### config.mk
export PLATFORM = sky130hd
export DESIGN_NAME = data_mem_ctrl
export DESIGN_NICKNAME = d
export VERILOG_FILES = /design/src/rtl/data_mem_ctrl.sv
export SDC_FILE = /design/constraint.sdc
export NUM_CORES = 1
export LEC_CHECK = 0
export CAP_MARGIN = 20
export CORE_UTILIZATION = 37
export CTS_CLUSTER_DIAMETER = 30
export DETAILED_ROUTE_END_ITERATION = 8
export PLACE_DENSITY_LB_ADDON = 0.25
export SLEW_MARGIN = 25
export SYNTH_ARGS = -nofsm -noshare
export SYNTH_HDL_FRONTEND = slang
export SYNTH_SLANG_ARGS = --single-unit
### constraint.sdc
create_clock -name clock -period 1.3 [get_ports clock]
set_clock_uncertainty 0.05 [all_clocks]
set_input_delay 0.26 -clock clock [delete_from_list [all_inputs] [get_ports clock]]
set_output_delay 0.26 -clock clock [all_outputs]
set_load 0.005 [all_outputs]
### src/rtl/data_mem_ctrl.sv
// data_mem_ctrl
//   Sequences single accumulator load/store requests onto a synchronous data
//   memory whose read data arrives MEM_LATENCY cycles after the access strobe.
//   One request is in flight at a time; requests are only accepted in IDLE.
//
// Ports
//   clock, reset_n          : clock, asynchronous active-low reset
//   req_valid/req_write     : request strobe and op select (1 = store, 0 = load)
//   req_addr/req_wdata      : request address and store data
//   req_ready/busy          : controller idle (accepting) / its complement
//   rsp_valid/rsp_rdata     : one-cycle load completion pulse and held load data
//   mem_en/mem_we           : memory access strobe and write enable
//   mem_addr/mem_wdata      : memory address and write data (held between accesses)
//   mem_rdata               : memory read data
module data_mem_ctrl #(
  parameter int DATA_WIDTH  = 11,
  parameter int ADDR_WIDTH  = 11,
  parameter int MEM_LATENCY = 1
) (
  input  logic                  clock,
  input  logic                  reset_n,
  input  logic                  req_valid,
  input  logic                  req_write,
  input  logic [ADDR_WIDTH-1:0] req_addr,
  input  logic [DATA_WIDTH-1:0] req_wdata,
  output logic                  req_ready,
  output logic                  rsp_valid,
  output logic [DATA_WIDTH-1:0] rsp_rdata,
  output logic                  mem_en,
  output logic                  mem_we,
  output logic [ADDR_WIDTH-1:0] mem_addr,
  output logic [DATA_WIDTH-1:0] mem_wdata,
  input  logic [DATA_WIDTH-1:0] mem_rdata,
  output logic                  busy
);

  typedef enum logic [1:0] {
    IDLE   = 2'd0,
    ACCESS = 2'd1,
    WAIT   = 2'd2,
    RESP   = 2'd3
  } state_t;

  // WAIT lasts MEM_LATENCY cycles: the counter starts at MEM_LATENCY-1 and
  // the read data is captured on the edge where it has reached zero.
  localparam logic [1:0] CNT_INIT = 2'(MEM_LATENCY - 1);

  state_t                  state_q, state_d;
  logic [1:0]              cnt_q, cnt_d;
  logic                    we_q, we_d;
  logic [ADDR_WIDTH-1:0]   addr_q, addr_d;
  logic [DATA_WIDTH-1:0]   wdata_q, wdata_d;
  logic [DATA_WIDTH-1:0]   rdata_q, rdata_d;
  logic                    mem_en_q, mem_en_d;
  logic                    mem_we_q, mem_we_d;
  logic                    rsp_valid_q, rsp_valid_d;

  always_comb begin
    state_d     = state_q;
    cnt_d       = cnt_q;
    we_d        = we_q;
    addr_d      = addr_q;
    wdata_d     = wdata_q;
    rdata_d     = rdata_q;
    mem_en_d    = 1'b0;
    mem_we_d    = 1'b0;
    rsp_valid_d = 1'b0;
    case (state_q)
      IDLE: begin
        if (req_valid) begin
          // Latch the whole request so later input changes cannot leak in.
          we_d     = req_write;
          addr_d   = req_addr;
          wdata_d  = req_wdata;
          mem_en_d = 1'b1;
          mem_we_d = req_write;
          state_d  = ACCESS;
        end
      end
      ACCESS: begin
        if (we_q) begin
          state_d = IDLE;
        end else begin
          cnt_d   = CNT_INIT;
          state_d = WAIT;
        end
      end
      WAIT: begin
        if (cnt_q == 2'd0) begin
          rdata_d     = mem_rdata;
          rsp_valid_d = 1'b1;
          state_d     = RESP;
        end else begin
          cnt_d = cnt_q - 2'd1;
        end
      end
      RESP: begin
        state_d = IDLE;
      end
      default: begin
        state_d = IDLE;
      end
    endcase
  end

  always_ff @(posedge clock or negedge reset_n) begin
    if (!reset_n) begin
      state_q     <= IDLE;
      cnt_q       <= '0;
      we_q        <= 1'b0;
      addr_q      <= '0;
      wdata_q     <= '0;
      rdata_q     <= '0;
      mem_en_q    <= 1'b0;
      mem_we_q    <= 1'b0;
      rsp_valid_q <= 1'b0;
    end else begin
      state_q     <= state_d;
      cnt_q       <= cnt_d;
      we_q        <= we_d;
      addr_q      <= addr_d;
      wdata_q     <= wdata_d;
      rdata_q     <= rdata_d;
      mem_en_q    <= mem_en_d;
      mem_we_q    <= mem_we_d;
      rsp_valid_q <= rsp_valid_d;
    end
  end

  // Address/write data come straight from the latched request, so they hold
  // their last value outside ACCESS without extra muxing.
  assign req_ready = (state_q == IDLE);
  assign busy      = ~req_ready;
  assign mem_en    = mem_en_q;
  assign mem_we    = mem_we_q;
  assign mem_addr  = addr_q;
  assign mem_wdata = wdata_q;
  assign rsp_valid = rsp_valid_q;
  assign rsp_rdata = rdata_q;

endmodule
# After elaboration in Yosys (flattened, before gate mapping)
# Index checks and enable logic that the tools add are counted.
# word_totals
in_bits	37
reg_bits	41
out_inout_bits	38
# op_classes
eq_ne	7
n_reduce_logical	7
n_mux	13
bitwise	1
addsub	1
# ops
op	n
$mux W2	5
$ne A2 B2 Y1 const B	4
$pmux W2 S4	1
$mux W1	6
$reduce_and A2 Y1	3
$eq A2 B2 Y1 const B	2
$logic_not A2 Y1	2
$pmux W2 S2	1
$reduce_and A3 Y1	1
$eq A2 B1 Y1 const B	1
$reduce_bool A2 Y1	1
$sub A2 B1 Y2 const B	1
$not A1 Y1	1

# Logic depth before layout (Yosys ltp)
# depth
depth_word	3
ltp_mapped	6

# Worst setup path before layout
# No wires, ideal clock.
# synth_path
kind	register -> register
start	register with a tool-made name
end	register addr_q[0] (netlist: mem_addr[0])
synth_period_minus_slack_ns	1.469
arrival_time_ns	1.294
stages_incl_launch_ff	7
setup_slack_ns	-0.169
n_path_buf	3
cell_sequence	dfrtp_1 -> buf_6 -> nor2_4 -> and2_4 -> buf_6 -> buf_12 -> mux2_4
# synth_rtl
element	line_no	text
to (signal assigned)	121	addr_q <= addr_d;
to (decl)	51	logic [ADDR_WIDTH-1:0] addr_q, addr_d;

==> impl_metrics.sql <==
INSERT INTO impl_metrics (metric_group, metric, value, unit) VALUES
('critical_path', 'reg2reg_to', 'rsp_rdata[5]$_DFFE_PN0P_', ''),
('yosys', 'synth_top_family_by_area', 'multiplexers', ''),
('clock_network', 'clk_latency', '0.28', 'ns'),
('global_routing', 'global_route.usage.total', '0.1766', ''),
('placement', 'placed_area', '2591', 'sq um'),
('placement', 'routabilityCongestion', '0.7566', ''),
('yosys', 'post_synthesis_sequential_element_count', '41', ''),
('global_routing', 'groute.layer.met1.usage', '0.2190', ''),
('finish', 'multi_input_combinational_cell_area', '668.1', 'sq um'),
('pwr', 'power.share.switching', '0.2744', ''),
('global_routing', 'grt_antenna_before_repair', '0', ''),
('clock_network', 'cts.sink_count', '41', ''),
('clock_network', 'ctsRootBufferMaster', 'sky130_fd_sc_hd__clkbuf_8', ''),
('status', 'failing_checks', 'negative setup slack', ''),
('pwr', 'pwr-share-comb', '0.529', ''),
('die', 'core_region_area', '4384', 'sq um'),
('pwr', 'clock_power_share', '0.119', ''),
('worst_hold_path', 'holdCritPathClass', 'input port to async pin', ''),
('placement', 'place.detailed.instances', '235', ''),
('global_routing', 'wire_length_of_the_first_global_routing_pass', '6651', 'um'),
('yosys', 'synthAdderAreaFrac', '0.007380', ''),
('timing', 'maxClockFrequency', '661.4', 'MHz'),
('critical_path', 'r2r.worst_path.cells', '5', ''),
('die', 'design.portCount', '75', ''),
('drt', 'via_count', '1217', ''),
('critical_path', 'cp_slowest_stage_delay', '0.42', 'ns'),
('critical_path', 'path_cells', 'buf_4, and2b_2, nand2_4, clkbuf_16, mux2_4', ''),
('drt', 'drt-wirelength-per-cell', '14.91', 'um'),
('yosys', 'post_synth_inst_count', '103', ''),
('drt', 'remaining_drc_errors', '0', ''),
('critical_path', 'cp_num_cells', '5', ''),
('finish', 'final-seq-area', '1026', 'sq um'),
('yosys', 'avgSynthCellArea', '16.46', 'sq um'),
('timing', 'timing.slew.headroom', '0.8537', ''),
('critical_path', 'timing.setup.critical_path_class', 'register to register', ''),
('yosys', 'cell_area_synth', '1695', 'sq um'),
('drt', 'post_drt_via_cell_ratio', '4.558', ''),
('timing', 'post-route-worst-setup-slack', '-0.2120', 'ns'),
('pwr', 'cellLeakagePower', '1.428', 'nW'),
('clock_network', 'clock_path_buffers', '2', ''),
('critical_path', 'r2r_setup_slack', '-0.21', 'ns'),
('timing', 'fin_crit', '1.512', 'ns'),
('yosys', 'yosys-mux-area-fraction', '0.2797', ''),
('pwr', 'worst_ir_drop_vdd', '0.001170', 'V'),
('global_routing', 'globalRouteOverflowTotal', '0', ''),
('yosys', 'synth.yosys.warnings', '0', ''),
('finish', 'num-nets-final', '254', ''),
('pwr', 'fin_total_pwr', '0.006236', 'W'),
('pwr', 'power.share.sequential', '0.353', ''),
('yosys', 'synth_cell_type_count', '18', ''),
('clock_network', 'tritoncts', 'built', ''),
('status', 'outcome', 'finished, violations left', ''),
('global_routing', 'grtUsageMet2', '0.2988', ''),
('clock_network', 'cts_htree_levels', '2', ''),
('die', 'die_x', '69.69', 'um'),
('drt', 'drt_pass1_iterations', '3', ''),
('critical_path', 'crit_buf_inv', '2', ''),
('timing', 'finalHoldViolations', '0', ''),
('finish', 'post_route_cells_drive_above_1_share', '0.4186', ''),
('timing', 'setup_viol_count_final', '39', ''),
('critical_path', 'critical_path_peak_fanout', '5', ''),
('timing', 'tns', '-6.725', 'ns'),
('finish', 'design_area', '2913', 'sq um'),
('clock_network', 'cts.clk_slew.worst_paths', '0.07', 'ns'),
('yosys', 'yosys.area_share.simple', '0.03764', ''),
('drt', 'route.antenna.remaining_nets', '0', ''),
('placement', 'post-dp-hpwl', '2724', 'um'),
('yosys', 'yosys.area_share.xor_xnor', '0', ''),
('drt', 'drt_first_iter_violations', '17', ''),
('yosys', 'ys_seq_area_frac', '0.6052', ''),
('drt', 'finalWirelength', '3980', 'um');
layout make-up:
type / count / share of cell area
Timing Repair Buffer: 111 / 0.3643
Sequential cell: 41 / 0.3522
Multi-Input combinational cell: 52 / 0.2294
Clock buffer: 5 / 0.02363
Tap cell: 52 / 0.02234
Inverter: 5 / 0.006443
Clock inverter: 1 / 0.001718
sequential cells by signal, summed over array words and instances (netlist names), named ones only:
register	cells
mem_we	1
state_q	1
rsp_rdata	11
cnt_q	2
rsp_valid	1
we_q	1
mem_addr	11
mem_en	1
mem_wdata	11
worst reg2reg max path, stage by stage, from the launching register on:
cell and delay (ns):
sky130_fd_sc_hd__dfrtp_1 0.42, sky130_fd_sc_hd__buf_4 0.16, sky130_fd_sc_hd__and2b_2 0.22, sky130_fd_sc_hd__nand2_4 0.10
sky130_fd_sc_hd__clkbuf_16 0.15, sky130_fd_sc_hd__mux2_4 0.29
layer usage:
| layer | vias to the layer above | part of all wire |
|---|---|---|
| met5 | - | 0 |
| met4 | 0 | 0.0080 |
| met3 | 5 | 0.051 |
| met2 | 41 | 0.52 |
| met1 | 600 | 0.42 |
| li1 | 571 | - |
repair_timing:
item	4_1_cts	5_1_grt
hold buffers	1	0
setup buffers	19	5
pin swaps	2	4
setup endpoints to repair	73	41
cloned	0	1
hold endpoints to repair	41	0
gates resized for setup	52	14
cell families (layout without fill, tap and decap cells):
group / after synthesis / count (layout)
DFF: 41 / 41
muxes: 36 / 36
and+or+nand+nor: 11 / 11
buffers and inverters: 10 / 122
AOI/OAI and AO/OA: 4 / 4
adders and majority gates: 1 / 1
power by group through the flow:
| stage | registers, W | clock network [W] | logic, W |
|---|---|---|---|
| global placement | 0.00223 | 0 | 0.00290 |
| detailed placement | 0.00226 | 0 | 0.00298 |
| floorplan | 0.00225 | 0 | 0.00140 |
| finish | 0.00220 | 0.000740 | 0.00330 |
| CTS | 0.00219 | 0.000769 | 0.00311 |
| global route | 0.00228 | 0.000819 | 0.00353 |
cells in the mapped netlist:
master / number / area, sq um
sky130_fd_sc_hd__nor2_4: 1 / 11.26
sky130_fd_sc_hd__buf_12: 2 / 40.04
sky130_fd_sc_hd__dfrtp_1: 41 / 1026
sky130_fd_sc_hd__and2b_1: 1 / 7.510
sky130_fd_sc_hd__a21oi_1: 2 / 10.01
sky130_fd_sc_hd__mux2_2: 15 / 168.9
sky130_fd_sc_hd__buf_6: 3 / 33.78
sky130_fd_sc_hd__and2_4: 1 / 8.760
sky130_fd_sc_hd__nand2_1: 2 / 7.510
sky130_fd_sc_hd__o21bai_1: 1 / 7.510
sky130_fd_sc_hd__or2b_1: 1 / 7.510
sky130_fd_sc_hd__and3_1: 1 / 6.260
sky130_fd_sc_hd__inv_1: 5 / 18.77
sky130_fd_sc_hd__ha_1: 1 / 12.51
sky130_fd_sc_hd__mux2i_1: 2 / 20.02
sky130_fd_sc_hd__a311oi_1: 1 / 8.760
sky130_fd_sc_hd__nor2_1: 4 / 15.01
sky130_fd_sc_hd__mux2_4: 19 / 285.3
through the flow:
stage / hold slack, ns / utilization
final: 0.4276 / 0.6644
after global routing: 0.4559 / 0.6644
after CTS: 0.4309 / 0.6390
after detailed placement: 0.1964 / 0.5910
after global placement: 0.1944 / 0.5910
after floorplan: -0.08559 / -
worst min path at each step:
stage | to | slack [ns] | startpoint | cells past startpoint
5_1_grt | mem_wdata[1]$_DFFE_PN0P_ | 0.46 | reset_n | 3
3_5_place_dp | mem_addr[2]$_DFFE_PN0P_ | 0.20 | reset_n | 2
2_1_floorplan | async pin | -0.09 | reset_n | 0
3_3_place_gp | mem_wdata[3]$_DFFE_PN0P_ | 0.19 | reset_n | 2
6_report | mem_wdata[1]$_DFFE_PN0P_ | 0.43 | reset_n | 3
4_1_cts | mem_addr[5]$_DFFE_PN0P_ | 0.43 | reset_n | 3
cells in the final DEF (no fill, tap or decap):
cell	count
sky130_fd_sc_hd__a21oi_2	2
sky130_fd_sc_hd__a311oi_2	1
sky130_fd_sc_hd__and2_4	1
sky130_fd_sc_hd__and2b_2	1
sky130_fd_sc_hd__and3_1	1
sky130_fd_sc_hd__buf_12	4
sky130_fd_sc_hd__buf_2	2
sky130_fd_sc_hd__buf_4	24
sky130_fd_sc_hd__buf_6	8
sky130_fd_sc_hd__clkbuf_16	1
sky130_fd_sc_hd__clkbuf_8	5
sky130_fd_sc_hd__clkdlybuf4s50_1	35
sky130_fd_sc_hd__clkinv_2	1
sky130_fd_sc_hd__dfrtp_1	41
sky130_fd_sc_hd__dlygate4sd2_1	36
sky130_fd_sc_hd__dlygate4sd3_1	1
sky130_fd_sc_hd__ha_4	1
sky130_fd_sc_hd__inv_1	3
sky130_fd_sc_hd__inv_2	2
sky130_fd_sc_hd__mux2_2	2
sky130_fd_sc_hd__mux2_4	32
sky130_fd_sc_hd__mux2i_1	2
sky130_fd_sc_hd__nand2_1	1
sky130_fd_sc_hd__nand2_4	1
sky130_fd_sc_hd__nor2_1	3
sky130_fd_sc_hd__nor2_4	2
sky130_fd_sc_hd__o21bai_1	1
sky130_fd_sc_hd__or2b_1	1
(Power assumes the default switching activity.)
